[config.mk]
export PLATFORM = sky130hd
export DESIGN_NAME = acc_mac16_flat
export DESIGN_NICKNAME = d
export VERILOG_FILES = /design/src/rtl/acc_mac16_if.sv /design/src/rtl/acc_mac16.sv /design/src/flat_wrapper.sv
export SDC_FILE = /design/constraint.sdc
export NUM_CORES = 1
export LEC_CHECK = 0
export CORE_UTILIZATION = 55
export DETAILED_ROUTE_END_ITERATION = 8
export PLACE_DENSITY = 0.78
export SYNTH_ARGS = -nofsm -noshare
export SYNTH_HDL_FRONTEND = slang
export SYNTH_SLANG_ARGS = --single-unit
[constraint.sdc]
create_clock -name clk -period 4.65 [get_ports clk]
set_input_delay 1.1625 -clock clk [delete_from_list [all_inputs] [get_ports clk]]
set_output_delay 1.1625 -clock clk [all_outputs]
set_load 0.05 [all_outputs]
[src/rtl/acc_mac16_if.sv]
// acc_mac16_if: controller-side bus of the 16-step MAC accumulator.
//   state          controller step index (0 = first product, 15 = last)
//   x_in, w_in     signed operand / weight for the current step
//   bias           signed bias, consumed with the step-0 product
//   y, y_valid     unsigned activation byte and its one-cycle strobe
//   seq_err        one-cycle pulse on a non-contiguous step sequence
interface acc_mac16_if #(
   parameter int unsigned DW = 8
);
   logic        [3:0]    state;
   logic signed [DW-1:0] x_in;
   logic signed [DW-1:0] w_in;
   logic signed [DW-1:0] bias;
   logic        [DW-1:0] y;
   logic                 y_valid;
   logic                 seq_err;

   modport master (
      output state, x_in, w_in, bias,
      input  y, y_valid, seq_err
   );

   modport slave (
      input  state, x_in, w_in, bias,
      output y, y_valid, seq_err
   );
endinterface

[src/rtl/acc_mac16.sv]
// acc_mac16: accumulates 16 signed products plus a bias per window, then
// applies an arithmetic right shift, ReLU and unsigned saturation and emits
// one activation byte with a single-cycle valid strobe.
// Ports:
//   clk   rising-edge clock shared with the controller
//   rst   synchronous, active-high reset
//   bus   acc_mac16_if.slave (state/x_in/w_in/bias in, y/y_valid/seq_err out)
module acc_mac16 #(
   parameter int unsigned DW    = 8,
   parameter int unsigned ACCW  = 20,
   parameter int unsigned SHIFT = 4
) (
   input logic       clk,
   input logic       rst,
   acc_mac16_if.slave bus
);

   localparam int unsigned PW = 2 * DW;
   localparam logic signed [ACCW-1:0] YMAX = ACCW'((2 ** DW) - 1);

   // stage 1 registers
   logic signed [PW-1:0]   prod_q;
   logic        [3:0]      st_q;
   logic        [3:0]      prev_state;
   logic                   s1_vld;
   logic                   have_prev;
   logic                   err_q;
   logic                   win_vld;

   // stage 2 / output registers
   logic signed [ACCW-1:0] acc;
   logic        [DW-1:0]   fin_q;
   logic                   fin_vld;

   // combinational helpers
   logic signed [PW-1:0]   prod_c;
   logic                   viol_c;
   logic signed [ACCW-1:0] base_c;
   logic signed [ACCW-1:0] sum_c;
   logic signed [ACCW-1:0] shf_c;
   logic        [DW-1:0]   sat_c;

   // multiply, contiguity check, accumulate, shift and clamp
   always_comb begin
      prod_c = PW'(bus.x_in) * PW'(bus.w_in);
      viol_c = have_prev && (bus.state != 4'(prev_state + 4'd1));
      base_c = (st_q == 4'd0) ? ACCW'(bus.bias) : acc;
      sum_c  = base_c + ACCW'(prod_q);
      shf_c  = sum_c >>> SHIFT;
      sat_c  = shf_c[DW-1:0];
      if (shf_c < 0) begin
         sat_c = '0;
      end else if (shf_c > YMAX) begin
         sat_c = '1;
      end
   end

   // three-deep pipeline: sample, accumulate/finalise, present
   always_ff @(posedge clk) begin
      if (rst) begin
         prod_q      <= '0;
         st_q        <= '0;
         prev_state  <= '0;
         s1_vld      <= 1'b0;
         have_prev   <= 1'b0;
         err_q       <= 1'b0;
         win_vld     <= 1'b0;
         acc         <= '0;
         fin_q       <= '0;
         fin_vld     <= 1'b0;
         bus.y       <= '0;
         bus.y_valid <= 1'b0;
         bus.seq_err <= 1'b0;
      end else begin
         prod_q     <= prod_c;
         st_q       <= bus.state;
         prev_state <= bus.state;
         s1_vld     <= 1'b1;
         have_prev  <= 1'b1;
         err_q      <= viol_c;

         // a state-0 sample opens a window even if it is itself a violation
         if (bus.state == 4'd0) begin
            win_vld <= 1'b1;
         end else if (viol_c) begin
            win_vld <= 1'b0;
         end

         fin_vld <= 1'b0;
         if (s1_vld) begin
            acc <= sum_c;
            if ((st_q == 4'd15) && win_vld) begin
               fin_q   <= sat_c;
               fin_vld <= 1'b1;
            end
         end

         bus.seq_err <= err_q;
         bus.y_valid <= fin_vld;
         if (fin_vld) begin
            bus.y <= fin_q;
         end
      end
   end

endmodule
[src/flat_wrapper.sv]
// flat-port wrapper written by rule: the top's interface ports become plain ports
module acc_mac16_flat 
#(
   parameter int unsigned DW    = 8,
   parameter int unsigned ACCW  = 20,
   parameter int unsigned SHIFT = 4
)
  (clk, rst, bus_state, bus_x_in, bus_w_in, bus_bias, bus_y, bus_y_valid, bus_seq_err);
  acc_mac16_if #(.DW(DW)) bus_i ();
  input logic clk;
  input logic rst;
  input wire logic [$bits(bus_i.state)-1:0] bus_state;
  input wire logic [$bits(bus_i.x_in)-1:0] bus_x_in;
  input wire logic [$bits(bus_i.w_in)-1:0] bus_w_in;
  input wire logic [$bits(bus_i.bias)-1:0] bus_bias;
  output wire logic [$bits(bus_i.y)-1:0] bus_y;
  output wire logic [$bits(bus_i.y_valid)-1:0] bus_y_valid;
  output wire logic [$bits(bus_i.seq_err)-1:0] bus_seq_err;
  assign bus_i.state = bus_state;
  assign bus_i.x_in = bus_x_in;
  assign bus_i.w_in = bus_w_in;
  assign bus_i.bias = bus_bias;
  assign bus_y = bus_i.y;
  assign bus_y_valid = bus_i.y_valid;
  assign bus_seq_err = bus_i.seq_err;
  acc_mac16 #(.DW(DW), .ACCW(ACCW), .SHIFT(SHIFT)) u_core (.clk(clk), .rst(rst), .bus(bus_i));
endmodule
Word level (Yosys, flattened, before mapping)
Index checks and enable logic that the tools add are counted.
{ "op_classes": {"order_cmp": 2, "reduce_logical": 7, "n_div": 0, "eq_ne": 2, "bitwise": 1, "n_mul": 1, "mux": 7, "n_addsub": 2, "shift": 0} }
{ "op_table": {"columns": ["cell", "n"], "rows": [
  ["$add 20x16->20", 1],
  ["$mux 20", 1],
  ["$gt 16x9->1 const B", 1],
  ["$lt 16x1->1 const B", 1],
  ["$mul 8x8->16", 1],
  ["$mux 8", 2],
  ["$logic_not 4->1", 2],
  ["$add 4x1->4 const B", 1],
  ["$eq 4x4->1 const B", 1],
  ["$mux 1", 4],
  ["$ne 4x4->1", 1],
  ["$logic_and 1x1->1", 2],
  ["$reduce_and 2->1", 1],
  ["$reduce_bool 2->1", 1],
  ["$reduce_or 2->1", 1],
  ["$not 1->1", 1]
]} }
{ "word_totals": {"mem_count": 0, "latchBits": 0, "ramBits": 0, "input_bits": 30, "ff_bits": 62, "rom_bits": 0, "out_inout_bits": 10, "elab_cells": 33} }

Logic depth before layout (Yosys ltp)
{ "depth": {"ltp_word": 6, "depth_mapped": 18} }

Worst setup path after synthesis
No wires, ideal clock.
{ "synth_timing": {"path_type": "input-to-reg", "start": "in bus_w_in[7]", "end": "reg u_core.prod_q[15]", "required_time_ns": 4.578, "t_arrival_ns": 4.900, "stages": 15, "slack_ns": -0.321, "cell_sequence": "inv_1 > nor2_1 > fa_1 > inv_1 > fa_1 > inv_1 > fa_1 > inv_1 > fa_1 > inv_1 > ha_1 > o41ai_1 > o21ai_1 > a31oi_1 > mux2i_1"} }
{ "synth_between": {"elab_chain_cells": 1} }
{ "synth_rtl": {"columns": ["item", "line_no", "source"], "rows": [
  ["start: declaration", "flat_wrapper.sv:14", "input wire logic [$bits(bus_i.w_in)-1:0] bus_w_in;"],
  ["$mul 8x8->16", "acc_mac16.sv:45", "prod_c = PW'(bus.x_in) * PW'(bus.w_in);"],
  ["end signal: assignment", "acc_mac16.sv:75", "prod_q <= prod_c;"],
  ["end: declaration", "acc_mac16.sv:22", "logic signed [PW-1:0] prod_q;"]
]} }
Every way passes these cells.
A chain may end at the register's enable or synchronous reset.

Worst setup path after layout
{ "layout_timing": {"start": "in bus_x_in[2]", "end": "reg u_core.prod_q[7]"} }
{ "layout_between": {"elab_chain_cells": 1} }
{ "layout_rtl": {"columns": ["item", "line_no", "source"], "rows": [
  ["start: declaration", "flat_wrapper.sv:13", "input wire logic [$bits(bus_i.x_in)-1:0] bus_x_in;"],
  ["$mul 8x8->16", "acc_mac16.sv:45", null]
]} }
Every way passes these cells.

==> flow_summary.rst <==
.. list-table::
   :header-rows: 1

   * - Metric
     - Value
   * - Clock insertion delay at the later pin of the skew report
     - between 0.3 and 0.4 ns
   * - Nature of the critical path startpoint
     - input pin
   * - Clock period minus worst slack
     - 4.561 ns
   * - Overall die height
     - 104.3 um
   * - Smallest hold slack
     - roughly 0.44 ns
   * - Yosys top cell area share
     - 21.57%
   * - End point of the critical path
     - u_core.prod_q[7]$_SDFF_PP0_
   * - Status
     - complete, no violations
   * - DRC violation count after routing
     - 0
   * - Number of placed I/O pins
     - 40
   * - Number of antenna violations at the first check in global routing
     - 0
   * - Total GRT Usage
     - 23.80%
   * - Maximum number of pins on one net before global-route repair
     - 36
   * - Proportion of layout cells with a drive suffix above 1
     - 23.33%
   * - Final cell count without fillers
     - 853
   * - Global routing met2 resource utilization
     - around 44%
   * - Die Outline Area
     - around 11,000 um^2
   * - TritonCTS clock tree
     - built
   * - Row count
     - 36
   * - Relative area change from synthesis to final layout
     - 23.68%
   * - Overflow left after global routing
     - 0
   * - Total detailed-routing wirelength
     - 12.21 mm
   * - Post-synthesis area per instance
     - 9.220 um^2
   * - Average detailed-routed wire length per instance
     - roughly 14 um
   * - Cell Count Post-Placement
     - just over 800
   * - Post-detail-place hpwl
     - between 9 and 10 mm
   * - Routing usage on met3
     - 3.321%
   * - Synth Instances
     - roughly 620
   * - Met1 capacity usage during global routing
     - around 27%
   * - Number of unique standard cell types used by synthesis
     - 57
   * - Reg-to-reg critical path endpoint
     - u_core.fin_q[6]$_SDFFE_PP0P_
   * - Unrepaired setup endpoints after global routing
     - yes
   * - Final Max Tran Viols
     - 0
   * - Critical Path Fanout Max
     - 7
   * - Clock root buffer
     - sky130_fd_sc_hd__clkbuf_8
   * - Startpoint of the most critical register-to-register path
     - u_core.st_q[0]$_SDFF_PP0_
   * - Sinks on the clock net
     - 62
   * - Final setup viols
     - 0
   * - Largest cells by area after synthesis
     - sky130_fd_sc_hd__dfxtp_1, sky130_fd_sc_hd__fa_1, sky130_fd_sc_hd__ha_1
   * - Clock-pin slew on the worst setup and hold paths
     - approximately 0.07 ns
   * - TritonCTS buffer count
     - 9
   * - Post-synthesis register bit count
     - 62
   * - Worst reg-to-reg path cell count
     - 13
   * - Transition time at the pin with the least slew margin
     - a little under 0.5 ns
   * - Post-Syn Nets
     - 760
   * - DRT antenna net count
     - 0
   * - Type of destination of the critical path
     - flip-flop
   * - Achievable frequency
     - 219.3 MHz
   * - Iter 0 DRT Violations
     - between 100 and 150
   * - Wire length of the first global-routing pass
     - approximately 21 mm
   * - Endpoint required time on the critical path
     - 4.88 ns
   * - Port Buffer Count
     - 39
   * - Final TNS setup
     - 0 ns
   * - Last weighted congestion value of the routability-driven placer
     - 0.8933
   * - Yosys synthesis warning count
     - 0
   * - Cell Pwr Density
     - 505.6 nW/um^2
   * - Fillcell total
     - around 740
   * - Seq/Total Area, Yosys
     - 21.57%
   * - H-tree depth
     - 3
   * - Cell Area, Synth
     - 5753 um^2
   * - Total inserted antenna cells
     - 0
   * - CP arrival
     - roughly 4.8 ns
   * - FF-to-FF setup slack
     - between 0.7 and 0.8 ns
   * - Net count reported at finish
     - 851
   * - Static leakage power
     - about 3.3 nW
   * - Die W
     - between 100 and 150 um
   * - Busiest layer in global routing
     - met2
   * - Max Cap Violations
     - 0
   * - Worst Setup SP
     - bus_x_in[2]
   * - Leading area contributor after synthesis
     - sky130_fd_sc_hd__dfxtp_1
   * - Length of the first detailed-routing pass in iterations
     - 4
   * - CTS Buffer Depth
     - 2
   * - Peak supply drop
     - 0.0002312 V
   * - Vias after detailed routing
     - 4,453
   * - Area of the placeable core
     - 9955 um^2
   * - Fin. Hold Viols
     - 0
   * - Maximum clock skew at final layout
     - between 0.007 and 0.008 ns
   * - Share of the clock period used by the worst path
     - 98.08%
   * - Slew HR
     - 67.16%
   * - Tightest Hold Check Type
     - flip-flop to flip-flop
   * - Vias/cell
     - 5.220
   * - Initial cell density of the core
     - 57.79%
   * - Vias in the first global route
     - 4,712
   * - Kind of critical path
     - input pin to flip-flop
==> where the power goes <==
group / leakage [nW] / total (mW) / internal [mW] / switching (mW)
Sequential: 0.509 / 0.693 / 0.639 / 0.0534
Clock: 0.0996 / 0.470 / 0.249 / 0.222
Combinational: 2.72 / 2.43 / 1.18 / 1.26
Total: 3.33 / 3.60 / 2.07 / 1.53
==> worst min-delay path by stage <==
| stage | from | endpoint | slack (ns) | depth (start not counted) |
|---|---|---|---|---|
| global route | u_core.err_q$_SDFF_PP0_ | u_core.bus.seq_err$_SDFF_PP0_ | 0.47 | 1 |
| finish | u_core.err_q$_SDFF_PP0_ | u_core.bus.seq_err$_SDFF_PP0_ | 0.44 | 1 |
| global placement | u_core.err_q$_SDFF_PP0_ | u_core.bus.seq_err$_SDFF_PP0_ | 0.43 | 1 |
| floorplan | u_core.err_q$_SDFF_PP0_ | u_core.bus.seq_err$_SDFF_PP0_ | 0.41 | 1 |
| CTS | u_core.err_q$_SDFF_PP0_ | u_core.bus.seq_err$_SDFF_PP0_ | 0.44 | 1 |
| detailed placement | u_core.err_q$_SDFF_PP0_ | u_core.bus.seq_err$_SDFF_PP0_ | 0.43 | 1 |
==> repair_timing <==
item,in CTS,in global routing
setup buffers,11,4
hold endpoints to repair,0,0
gates resized for setup,76,56
endpoints found under the setup margin,7,6
hold buffers,0,0
pin swaps,35,43
==> per-layer routing <==
metal | routed length [um] | vias to the layer above
li1 | - | 2226
met1 | 5245 | 2130
met2 | 6423 | 72
met3 | 291 | 25
met4 | 250 | 0
met5 | 0 | -
==> registers in the layout (all words and copies together) (netlist names) <==
signal,flops
u_core.prod_q,16
u_core.win_vld,1
u_core.fin_q,8
u_core.bus.seq_err,1
u_core.bus.y_valid,1
u_core.fin_vld,1
u_core.err_q,1
u_core.s1_vld,1
u_core.bus.y,8
u_core.acc,20
u_core.st_q,4
==> critical path, cell delays in order <==
cell and delay, ns:
sky130_fd_sc_hd__buf_6 0.11, sky130_fd_sc_hd__and2_4 0.16, sky130_fd_sc_hd__fa_2 0.38, sky130_fd_sc_hd__inv_2 0.07, sky130_fd_sc_hd__fa_1 0.43, sky130_fd_sc_hd__fa_1 0.49
sky130_fd_sc_hd__fa_1 0.53, sky130_fd_sc_hd__inv_2 0.04, sky130_fd_sc_hd__ha_4 0.28, sky130_fd_sc_hd__a21oi_2 0.06, sky130_fd_sc_hd__buf_4 0.13, sky130_fd_sc_hd__buf_4 0.13
sky130_fd_sc_hd__buf_4 0.13, sky130_fd_sc_hd__buf_4 0.13, sky130_fd_sc_hd__buf_4 0.12, sky130_fd_sc_hd__buf_4 0.12, sky130_fd_sc_hd__buf_4 0.12, sky130_fd_sc_hd__xor2_1 0.15
sky130_fd_sc_hd__nor2_1 0.05
==> per-stage QoR <==
step	utilization, %	worst slack, ns	area, um^2	total power [mW]
after CTS	69.96	-0.03607	6964	3.485
after detailed placement	67.37	-0.8629	6706	2.927
after global placement	67.37	-0.7265	6706	2.828
after floorplan	-	0.002567	5889	2.373
final	71.48	0.08932	7116	3.598
after global routing	71.48	-0.05721	7116	3.909
==> kinds of logic (layout without fill, tap and decap cells) <==
| logic type | Yosys count | in the layout | share of synthesized area, % |
|---|---|---|---|
| AO/OA/AOI/OAI | 104 | 104 | 13.38 |
| adder cells (fa/ha/maj) | 106 | 106 | 30.36 |
| AND/OR/NAND/NOR | 179 | 179 | 16.20 |
| buffers and inverters | 106 | 202 | 6.960 |
| multiplexers | 33 | 33 | 5.894 |
| XOR/XNOR | 34 | 34 | 5.633 |
| flip-flops | 62 | 62 | 21.57 |
==> Yosys cell counts (all sizes together) <==
cell    number
o21bai       3
buf          7
nand3b       1
or3          2
a211o        3
a31oi        4
nor4         2
mux2         7
dfxtp       62
xor2        15
or2          1
nand2b       7
xnor2       19
nand2       38
o21a         1
nor2b       13
a31o         1
o211a        1
a21boi       4
ha          50
and3         3
nor4b        1
nand3        8
inv         92
a211oi       5
and2        42
nor3         7
o211ai       1
a21oi       30
mux2i       26
o31ai        3
a311oi       1
a21o        21
nand4        1
o41ai        2
fa          56
nor3b        1
nor2        52
clkbuf       7
o31a         1
o21ai       15
o221a        8
==> cell usage in the layout, fill, tap and decap left out, types with 9 or more instances in the layout <==
master	n
sky130_fd_sc_hd__inv_1	79
sky130_fd_sc_hd__dfxtp_1	62
sky130_fd_sc_hd__buf_4	54
sky130_fd_sc_hd__fa_1	52
sky130_fd_sc_hd__nor2_1	45
sky130_fd_sc_hd__ha_1	39
sky130_fd_sc_hd__and2_1	37
sky130_fd_sc_hd__nand2_1	36
sky130_fd_sc_hd__mux2i_1	26
sky130_fd_sc_hd__a21oi_1	23
sky130_fd_sc_hd__clkdlybuf4s50_1	22
sky130_fd_sc_hd__a21o_1	21
sky130_fd_sc_hd__xnor2_1	19
sky130_fd_sc_hd__xor2_1	13
sky130_fd_sc_hd__inv_2	12
sky130_fd_sc_hd__nor2b_1	11
sky130_fd_sc_hd__clkbuf_8	9
==> area by class of cell <==
| class | count | area (um^2) | area share, % |
|---|---|---|---|
| multi-input cells | 456 | 4368 | 61.39 |
| flip-flops and latches | 62 | 1241 | 17.44 |
| repair buffers | 94 | 793.3 | 11.15 |
| inverters | 92 | 349.1 | 4.906 |
| well taps | 133 | 166.4 | 2.339 |
| clock buffers | 9 | 123.9 | 1.741 |
| clock inverters | 7 | 73.82 | 1.037 |
Note: power is estimated with default switching activity, not from simulation.
